File: src/rtl/pipe_ctrl_pkg.sv
// Shared definitions for the pipeline hazard controller.
//   state_t      : controller state encoding (RUN / MD_BUSY)
//   DEF_*_LAT    : default multiply / divide freeze lengths in cycles
//   CNT_W        : width of the multiply/divide latency counter
//   md_load_val  : value loaded into the latency counter on accept
package pipe_ctrl_pkg;

  typedef enum logic {
    ST_RUN     = 1'b0,
    ST_MD_BUSY = 1'b1
  } state_t;

  localparam int DEF_MUL_LAT = 4;
  localparam int DEF_DIV_LAT = 32;

  localparam int CNT_W   = 6;
  localparam int STALL_W = 16;
  localparam logic [STALL_W-1:0] STALL_MAX = '1;

  // The accept cycle is itself a freeze cycle, so the counter starts at
  // LAT-1 and the operation freezes for LAT cycles in total.
  function automatic logic [CNT_W-1:0] md_load_val(input logic md_op,
                                                   input int   mul_lat,
                                                   input int   div_lat);
    logic [CNT_W-1:0] v;
    if (md_op) v = CNT_W'(div_lat - 1);
    else       v = CNT_W'(mul_lat - 1);
    return v;
  endfunction

endpackage

File: src/rtl/pipe_ctrl_ff_lib.sv
// Flip-flop library used by the pipeline controller.
//   dffr  : W-bit register, synchronous active-high reset to zero
//   dffre : W-bit register with enable, synchronous active-high reset to zero
// Ports: clk, r (reset), en (dffre only), d, q.
module dffr #(
  parameter int W = 1
) (
  input  logic         clk,
  input  logic         r,
  input  logic [W-1:0] d,
  output logic [W-1:0] q
);
  always_ff @(posedge clk) begin
    if (r) q <= '0;
    else   q <= d;
  end
endmodule

module dffre #(
  parameter int W = 1
) (
  input  logic         clk,
  input  logic         r,
  input  logic         en,
  input  logic [W-1:0] d,
  output logic [W-1:0] q
);
  always_ff @(posedge clk) begin
    if (r)       q <= '0;
    else if (en) q <= d;
  end
endmodule

File: src/rtl/pipe_hazard_ctrl_md_lat_counter.sv
// Multiply/divide latency down-counter.
//   clk, r       : clock and synchronous active-high reset (count -> 0)
//   i_load       : load i_load_val (has priority over decrement)
//   i_load_val   : value to load
//   i_dec        : decrement by one; holds at zero instead of wrapping
//   o_zero       : count is zero
module md_lat_counter
  import pipe_ctrl_pkg::*;
(
  input  logic             clk,
  input  logic             r,
  input  logic             i_load,
  input  logic [CNT_W-1:0] i_load_val,
  input  logic             i_dec,
  output logic             o_zero
);

  logic [CNT_W-1:0] r_cnt;
  logic [CNT_W-1:0] w_cnt_next;
  logic             w_cnt_en;

  always_comb begin
    w_cnt_en   = i_load | (i_dec & ~o_zero);
    w_cnt_next = i_load ? i_load_val : (r_cnt - CNT_W'(1));
  end

  dffre #(.W(CNT_W)) u_cnt (
    .clk (clk),
    .r   (r),
    .en  (w_cnt_en),
    .d   (w_cnt_next),
    .q   (r_cnt)
  );

  assign o_zero = (r_cnt == '0);

endmodule

File: src/rtl/pipe_hazard_ctrl.sv
// Pipeline hazard controller: load-use bubble insertion, branch flush and
// multi-cycle multiply/divide freeze for a classic 5-stage pipeline.
// Parameters:
//   MUL_LAT, DIV_LAT : total freeze cycles for mul / div (legal 2..63)
// Ports:
//   clk, r                       : clock, synchronous active-high reset
//   id_rs, id_rt, id_*_used      : source registers read by the ID instruction
//   ex_rd, ex_regwrite, ex_is_load : destination / type of the EX instruction
//   br_taken                     : taken branch/jump resolved in EX
//   md_start, md_op              : mul (0) / div (1) issue from EX
//   pc_en, ifid_en, ifid_r, idex_en, idex_r, exmem_r : pipeline register controls
//   md_busy, md_done             : freeze indicator, one-cycle completion pulse
//   stall_cycles                 : saturating count of cycles with pc_en=0
module pipe_hazard_ctrl
  import pipe_ctrl_pkg::*;
#(
  parameter int MUL_LAT = DEF_MUL_LAT,
  parameter int DIV_LAT = DEF_DIV_LAT
) (
  input  logic        clk,
  input  logic        r,
  input  logic [4:0]  id_rs,
  input  logic [4:0]  id_rt,
  input  logic        id_rs_used,
  input  logic        id_rt_used,
  input  logic [4:0]  ex_rd,
  input  logic        ex_regwrite,
  input  logic        ex_is_load,
  input  logic        br_taken,
  input  logic        md_start,
  input  logic        md_op,
  output logic        pc_en,
  output logic        ifid_en,
  output logic        ifid_r,
  output logic        idex_en,
  output logic        idex_r,
  output logic        exmem_r,
  output logic        md_busy,
  output logic        md_done,
  output logic [15:0] stall_cycles
);

  logic                r_state_bit;
  state_t              r_state;
  state_t              w_state_next;
  logic                w_cnt_zero;
  logic                w_load_use;
  logic                w_accept;
  logic                w_busy_frz;
  logic                w_md_fin;
  logic                w_freeze;
  logic [STALL_W-1:0]  r_stall_cycles;

  // ---------------------------------------------------------------------
  // Hazard decode
  // ---------------------------------------------------------------------
  assign w_load_use = ex_is_load & ex_regwrite & (ex_rd != 5'd0) &
                      ((id_rs_used & (id_rs == ex_rd)) |
                       (id_rt_used & (id_rt == ex_rd)));

  // A taken branch squashes the issuing mul/div, so it is never accepted.
  assign w_accept   = (r_state == ST_RUN) & md_start & ~br_taken;
  // Busy cycles freeze while the count is non-zero; the zero cycle is the
  // completion cycle and runs normally.
  assign w_busy_frz = (r_state == ST_MD_BUSY) & ~w_cnt_zero;
  assign w_md_fin   = (r_state == ST_MD_BUSY) &  w_cnt_zero;
  assign w_freeze   = w_accept | w_busy_frz;

  // ---------------------------------------------------------------------
  // State register and latency counter
  // ---------------------------------------------------------------------
  dffr #(.W(1)) u_state (
    .clk (clk),
    .r   (r),
    .d   (w_state_next),
    .q   (r_state_bit)
  );

  assign r_state = state_t'(r_state_bit);

  md_lat_counter u_md_cnt (
    .clk        (clk),
    .r          (r),
    .i_load     (w_accept),
    .i_load_val (md_load_val(md_op, MUL_LAT, DIV_LAT)),
    .i_dec      (r_state == ST_MD_BUSY),
    .o_zero     (w_cnt_zero)
  );

  // ---------------------------------------------------------------------
  // Next state and outputs
  // ---------------------------------------------------------------------
  always_comb begin
    w_state_next = r_state;
    pc_en        = 1'b1;
    ifid_en      = 1'b1;
    idex_en      = 1'b1;
    ifid_r       = 1'b0;
    idex_r       = 1'b0;
    exmem_r      = 1'b0;
    md_busy      = 1'b0;
    md_done      = 1'b0;

    case (r_state)
      ST_RUN:     if (w_accept) w_state_next = ST_MD_BUSY;
      ST_MD_BUSY: if (w_md_fin) w_state_next = ST_RUN;
      default:    w_state_next = ST_RUN;
    endcase

    if (r) begin
      // Hold the whole pipe in reset and keep the PC still.
      pc_en   = 1'b0;
      ifid_r  = 1'b1;
      idex_r  = 1'b1;
      exmem_r = 1'b1;
    end else if (w_freeze) begin
      // Freeze fetch/decode/execute; EX/MEM receives bubbles.
      pc_en   = 1'b0;
      ifid_en = 1'b0;
      idex_en = 1'b0;
      exmem_r = 1'b1;
      md_busy = 1'b1;
    end else if (w_md_fin) begin
      md_done = 1'b1;
    end else if ((r_state == ST_RUN) && br_taken) begin
      ifid_r  = 1'b1;
      idex_r  = 1'b1;
    end else if ((r_state == ST_RUN) && w_load_use) begin
      // Hold PC and IF/ID, inject a bubble into ID/EX.
      pc_en   = 1'b0;
      ifid_en = 1'b0;
      idex_r  = 1'b1;
    end
  end

  // ---------------------------------------------------------------------
  // Stall cycle counter (saturating)
  // ---------------------------------------------------------------------
  always_ff @(posedge clk) begin
    if (r) begin
      r_stall_cycles <= '0;
    end else if (!pc_en && (r_stall_cycles != STALL_MAX)) begin
      r_stall_cycles <= r_stall_cycles + STALL_W'(1);
    end
  end

  assign stall_cycles = r_stall_cycles;

endmodule

File: config.mk
export PLATFORM = sky130hd
export DESIGN_NAME = pipe_hazard_ctrl
export DESIGN_NICKNAME = d
export VERILOG_FILES = /design/src/rtl/pipe_ctrl_pkg.sv /design/src/rtl/pipe_ctrl_ff_lib.sv /design/src/rtl/pipe_hazard_ctrl_md_lat_counter.sv /design/src/rtl/pipe_hazard_ctrl.sv
export SDC_FILE = /design/constraint.sdc
export NUM_CORES = 1
export LEC_CHECK = 0
export ABC_CLOCK_PERIOD_IN_PS = 4700
export BUFFER_PORTS_ARGS = -buffer_cell sky130_fd_sc_hd__buf_4
export CAP_MARGIN = 20
export CORE_UTILIZATION = 53
export CTS_BUF_LIST = sky130_fd_sc_hd__clkbuf_8 sky130_fd_sc_hd__clkbuf_16
export DETAILED_ROUTE_END_ITERATION = 6
export PLACE_DENSITY = 0.85
export SLEW_MARGIN = 20
export SYNTH_ARGS = -nofsm -noshare
export SYNTH_HDL_FRONTEND = slang
export SYNTH_SLANG_ARGS = --single-unit
File: constraint.sdc
create_clock -name clk -period 4.7 [get_ports clk]
set_input_delay 0.235 -clock clk [delete_from_list [all_inputs] [get_ports clk]]
set_output_delay 0.235 -clock clk [all_outputs]
set_load 0.01 [all_outputs]
==> Word level (Yosys, flattened, before mapping) <==
Cells that the tools add are included.
{ "word_totals": {"regBits": 23, "wordCells": 56, "output_inout_bits": 24} }
{ "op_classes": {"add_sub_neg": 2, "mux": 28, "eq_ne": 3, "n_reduce_logical": 6, "n_bitwise": 14} }
{ "op_table": {"columns": ["op", "n"], "rows": [
  ["2-to-1 mux 1 bit", 25],
  ["adder 16 x 1 -> 16 bit, second input constant", 1],
  ["!= test 16 bit, second input constant", 1],
  ["equality test 5 bit", 2],
  ["AND 1 bit", 9],
  ["logical NOT 6 bit", 1],
  ["2-to-1 mux 6 bit", 1],
  ["subtractor 6 x 1 -> 6 bit, second input constant", 1],
  ["2-to-1 mux 5 bit", 1],
  ["nonzero test 5 bit", 1],
  ["logical AND 1 bit", 3],
  ["inverter 1 bit", 3],
  ["OR 1 bit", 2],
  ["case mux 1 bit (2 select lines)", 1],
  ["logical NOT 1 bit", 1]
]} }

==> Logic depth before layout (Yosys ltp) <==
{ "logic_depth": {"depth_word": 12, "ltp_mapped": 10, "ltp_nobuf": 8} }

==> Hierarchy <==
A second synthesis with hierarchy kept.
{ "unflattened": {"hier_cells": 185, "area_unflattened_um2": 1466.4} }
{ "modules_own_cells": {"columns": ["module", "cells_per_inst", "n_inst", "area_each_um2", "seq_area_each_um2"], "rows": [
  ["pipe_hazard_ctrl", 135, 1, 1023.5, 320.3],
  ["dffre", 19, 1, 214.0, 120.1],
  ["md_lat_counter", 29, 1, 195.2, 0.0],
  ["dffr", 2, 1, 33.8, 20.0]
]} }

==> Worst setup path after synthesis <==
No wires, ideal clock.
{ "synth_path": {"kind": "reg2reg", "startpoint": "reg u_md_cnt.u_cnt.q[0]", "endpoint": "reg r_stall_cycles[6], in the netlist stall_cycles[6]", "setup_ps": 121, "path_slack_ps": 2563, "synth_period_minus_slack_ps": 2137, "arrival_time_ps": 2016, "stages_incl_launch_ff": 10, "cell_sequence": "dfxtp_1 inv_1 ha_1 a21boi_2 or3_4 a31o_4 clkinv_2 buf_8 nor4_1 mux2_4"} }
{ "synth_via": {"elab_chain_cells": 8, "elab_cells_between_ends": 10, "cone_classes": "mux (3); bitwise (4); reduce/logical (3)"} }
{ "synth_lines": {"columns": ["element", "line", "source"], "rows": [
  ["start, declared", "pipe_ctrl_ff_lib.sv:26", "output logic [W-1:0] q"],
  ["start signal, assigned", "pipe_ctrl_ff_lib.sv:29", "if (r) q <= '0;"],
  ["start signal, assigned", "pipe_ctrl_ff_lib.sv:30", "else if (en) q <= d;"],
  ["logical NOT 6 bit *", "pipe_hazard_ctrl_md_lat_counter.sv:35", "assign o_zero = (r_cnt == '0);"],
  ["inverter 1 bit", "pipe_hazard_ctrl.sv:65", "assign w_busy_frz = (r_state == ST_MD_BUSY) & ~w_cnt_zero;"],
  ["AND 1 bit", "pipe_hazard_ctrl.sv:65", null],
  ["OR 1 bit", "pipe_hazard_ctrl.sv:67", "assign w_freeze = w_accept | w_busy_frz;"],
  ["2-to-1 mux 1 bit *", "pipe_hazard_ctrl.sv:116", "end else if (w_freeze) begin"],
  ["2-to-1 mux 1 bit *", "pipe_hazard_ctrl.sv:110", "if (r) begin"],
  ["logical NOT 1 bit *", "pipe_hazard_ctrl.sv:142", "end else if (!pc_en && (r_stall_cycles != STALL_MAX)) begin"],
  ["logical AND 1 bit *", "pipe_hazard_ctrl.sv:142", null],
  ["end signal, assigned", "pipe_hazard_ctrl.sv:143", "r_stall_cycles <= r_stall_cycles + STALL_W'(1);"],
  ["end, declared", "pipe_hazard_ctrl.sv:52", "logic [STALL_W-1:0] r_stall_cycles;"]
]} }
Every way passes the cells marked *; elsewhere a longest branch is shown, timed or not.
A chain may end at the register's enable or synchronous reset.

==> Worst setup path after layout <==
{ "layout_path": {"startpoint": "reg u_md_cnt.u_cnt.q[2]", "endpoint": "out pc_en"} }
{ "layout_via": {"elab_chain_cells": 6, "elab_cells_between_ends": 8, "cone_classes": "mux (3); bitwise (4); reduce/logical (1)"} }
{ "layout_lines": {"columns": ["element", "line", "source"], "rows": [
  ["logical NOT 6 bit *", "pipe_hazard_ctrl_md_lat_counter.sv:35", null],
  ["inverter 1 bit", "pipe_hazard_ctrl.sv:65", null],
  ["AND 1 bit", "pipe_hazard_ctrl.sv:65", null],
  ["OR 1 bit", "pipe_hazard_ctrl.sv:67", null],
  ["2-to-1 mux 1 bit *", "pipe_hazard_ctrl.sv:116", null],
  ["2-to-1 mux 1 bit *", "pipe_hazard_ctrl.sv:110", null],
  ["end, declared", "pipe_hazard_ctrl.sv:32", "output logic pc_en,"]
]} }
Marked as above.

==> reports/qor.log <==
INFO  run_status     run_status=finished clean
INFO  global_route   grt-busiest-layer=met2
INFO  timing         fmaxAchievable=413MHz
INFO  placement      number_of_port_buffers=47
INFO  timing         timing_max_transition_violations_final=0
INFO  synth          most_used_flip_flop_cell_after_synthesis=dfxtp_1
INFO  timing         timing_worst_slew_pin_value=0.686ns
INFO  timing         setup_viol=0
INFO  placement      final_weighted_congestion_in_routability_driven_placement=0.881
INFO  routing        firstDrtPassIters=4
INFO  global_route   globalRouteTotalUtil=24.9%
INFO  timing         fin_crit_sh=51.5%
INFO  synth          synth.top_cell.area_share=32.8%
INFO  finish         diodes=0
INFO  critical_path  register_to_register_setup_slack=2.28ns
INFO  placement      dp_hpwl=2.57mm
INFO  global_route   use_met3=5.46%
INFO  synth          yosys_register_bits=23
INFO  power          power_density=240nW/um^2
INFO  synth          yosysWarningCount=0
INFO  cts            post-cts-setup-buffers=0
INFO  synth          yosys-top-cells-area=dfxtp_1, xnor2_1, a21oi_1
INFO  critical_path  worst-endpoint-required=4.47ns
INFO  finish         fill_cells=192
INFO  global_route   grt-ovfl-total=0
INFO  power          power_leakage=0.000706uW
INFO  floorplan      core.rowCount=18
INFO  global_route   grt_start_max_net_pins=29
INFO  cts            cts_hold_repair.buffers=0
INFO  routing        drt_wl_total=3.33mm
INFO  synth          syn-cell-area=1400squm
INFO  routing        route.detailed.drc=0
INFO  synth          syn-num-nets=196
INFO  cts            cts_inserted_buffers=3
INFO  global_route   met2_usage=46.5%
INFO  finish         sequential_cell_area=460squm
INFO  timing         fin_skew=0.00427ns
INFO  critical_path  worst-path-max-fanout=24
INFO  timing         grt_setup_unrepaired=false
INFO  routing        vias=1396
INFO  critical_path  worst-r2r-cell-count=8
INFO  floorplan      die_w=53.5um
INFO  synth          cell_type_with_the_largest_total_area_after_synthesis=dfxtp_1
INFO  timing         layout_min_cycle_time=2.42ns
INFO  global_route   first_global_vias=1288
INFO  placement      preCtsSetupSlack=2.32ns
INFO  finish         multi_input_area=866squm
INFO  cts            cts-root-buf=clkbuf_8
INFO  cts            cts_max_level=1
INFO  routing        drt_iter0_markers=15
INFO  timing         slew_headroom=54.3%
INFO  finish         fin_cells=243
INFO  global_route   grt_pass1_wl=5.26mm
INFO  cts            cts_tree=done
INFO  placement      placed_cells_incl_taps=239
INFO  critical_path  crit_arrival=2.19ns
INFO  floorplan      floorplan.die_area=2860squm
INFO  hold_path      worst_hold_path.num_cells=2
INFO  routing        detail_route.vias_per_cell=5.74
INFO  finish         synthToLayoutAreaGrowth=27.8%
INFO  floorplan      floorplan.initialDensity=56.2%
INFO  routing        wire_length_per_cell_after_detailed_routing=13.7um
INFO  cts            worst_setup_hold_path_clk_slew=0.08ns
INFO  hold_path      hold_path.class=in2reg
INFO  critical_path  worst-setup-path-type=reg2out
INFO  cts            cts.sinks=23
INFO  finish         layout-drive-gt1-share=28.2%
INFO  finish         nets=241
INFO  floorplan      floorplan.die.height=53.5um
INFO  global_route   met1_layer_usage_reported_by_global_route=26.6%
INFO  synth          post_synth.cell_area_avg=8.31squm
INFO  synth          number_of_enable_flip_flop_cells_after_synthesis=0
INFO  routing        antenna_left=0
INFO  timing         tns=0ns
INFO  synth          seq_area_frac_synth=32.8%
INFO  finish         utilization=71.8%
INFO  floorplan      top_level_ports=48
INFO  cts            cts_buffer_depth=2
INFO  global_route   antenna_violations_before_repair=0
INFO  floorplan      floorplan.core_area=2500squm
INFO  critical_path  end_kind=primary output
INFO  synth          postSynthCellCount=169
INFO  critical_path  crit_path_start_kind=flip-flop
INFO  flow_run       cap_viol_max_count=0
INFO  timing         layout_setup_ws=2.28ns
INFO  synth          ys_types=44
INFO  synth          async_reset_ff_share=0%
INFO  cts            cts-resized-gates=0
INFO  power          power.ir.vdd_worst=203uV
INFO  timing         finalHoldViolCount=0
INFO  cts            clk-insertion-delay-late=0.26ns
synth_stat cells, drive strengths merged, types with 2 or more instances:
cell    count
dfxtp      23
nor2       17
a21oi      14
xnor2      13
nand2      11
nand3       8
inv         7
mux2        6
nand4       6
nor4        6
nor2b       5
nor3        5
o21ai       5
or4         5
buf         4
o31ai       4
clkbuf      3
ha          3
o41ai       3
and4        2
or2         2
or3         2
xor2        2
power breakdown:
group	switching (uW)	total (uW)	leakage, uW	internal [uW]
Clock	62.6	122	0.0000255	59.1
Combinational	48.4	96.7	0.000493	48.2
Sequential	9.84	213	0.000187	203
Total	121	431	0.000706	311
cells by family (layout without fill, tap and decap cells):
logic type	after synthesis	after routing	share of synthesized area [%]
AO/OA/AOI/OAI	34	34	16.2
AND/OR/NAND/NOR	73	73	28.3
adder cells (fa/ha/maj)	3	3	2.67
buffers and inverters	15	59	5.52
multiplexers	6	6	5.08
XOR/XNOR	15	15	9.36
flip-flops	23	23	32.8
routing by layer:
| metal | part of all wire [%] | vias up |
|---|---|---|
| met1 | 43 | 659 |
| met3 | 3.3 | 6 |
| li1 | - | 703 |
| met4 | 1.1 | 0 |
| met2 | 53 | 28 |
| met5 | 0 | - |
layout make-up:
type	instances	area share, %
multi-input combinational	131	48.3
sequential	23	25.7
timing repair buffer	47	19.7
clock buffer	3	2.30
tap	30	2.09
inverter	8	1.74
clock inverter	1	0.279
state kept, by name, summed over array words and instances (netlist names):
register and flops:
u_state.q 1, stall_cycles 16, u_md_cnt.u_cnt.q 6
placed cells by master, fill, tap and decap left out, types with 3 or more instances in the layout:
| cell | n |
|---|---|
| a21oi_1 | 14 |
| buf_4 | 47 |
| clkbuf_8 | 3 |
| dfxtp_1 | 23 |
| ha_1 | 3 |
| inv_1 | 7 |
| mux2_1 | 4 |
| nand2_1 | 11 |
| nand3_1 | 8 |
| nand4_1 | 6 |
| nor2_1 | 17 |
| nor2b_1 | 5 |
| nor3_1 | 5 |
| nor4_1 | 5 |
| o21ai_0 | 3 |
| o31ai_1 | 4 |
| o41ai_1 | 3 |
| or4_1 | 5 |
| xnor2_1 | 13 |
final timing paths:
path / to / startpoint
max reg2reg: stall_cycles[9] / u_md_cnt.u_cnt.q[0]
min reg2reg: stall_cycles[14] / stall_cycles[14]
max: pc_en / u_md_cnt.u_cnt.q[2]
min: u_state.q / r
through the flow:
stage                     instance area, sq um  total power [uW]  hold slack, ns
after floorplan                           1400               276           0.468
after global placement                    1750               308           0.488
after detailed placement                  1750               314           0.489
after CTS                                 1790               432           0.329
after global routing                      1790               449           0.358
final                                     1790               431           0.330
critical path, cell delays in order (launching register included):
cell and delay (ns):
dfxtp_1 0.36, nor4_2 0.36, a21boi_2 0.17, or3_4 0.40
a31o_4 0.23, clkinv_2 0.22, buf_4 0.18
Power figures use the tool's default switching activity.
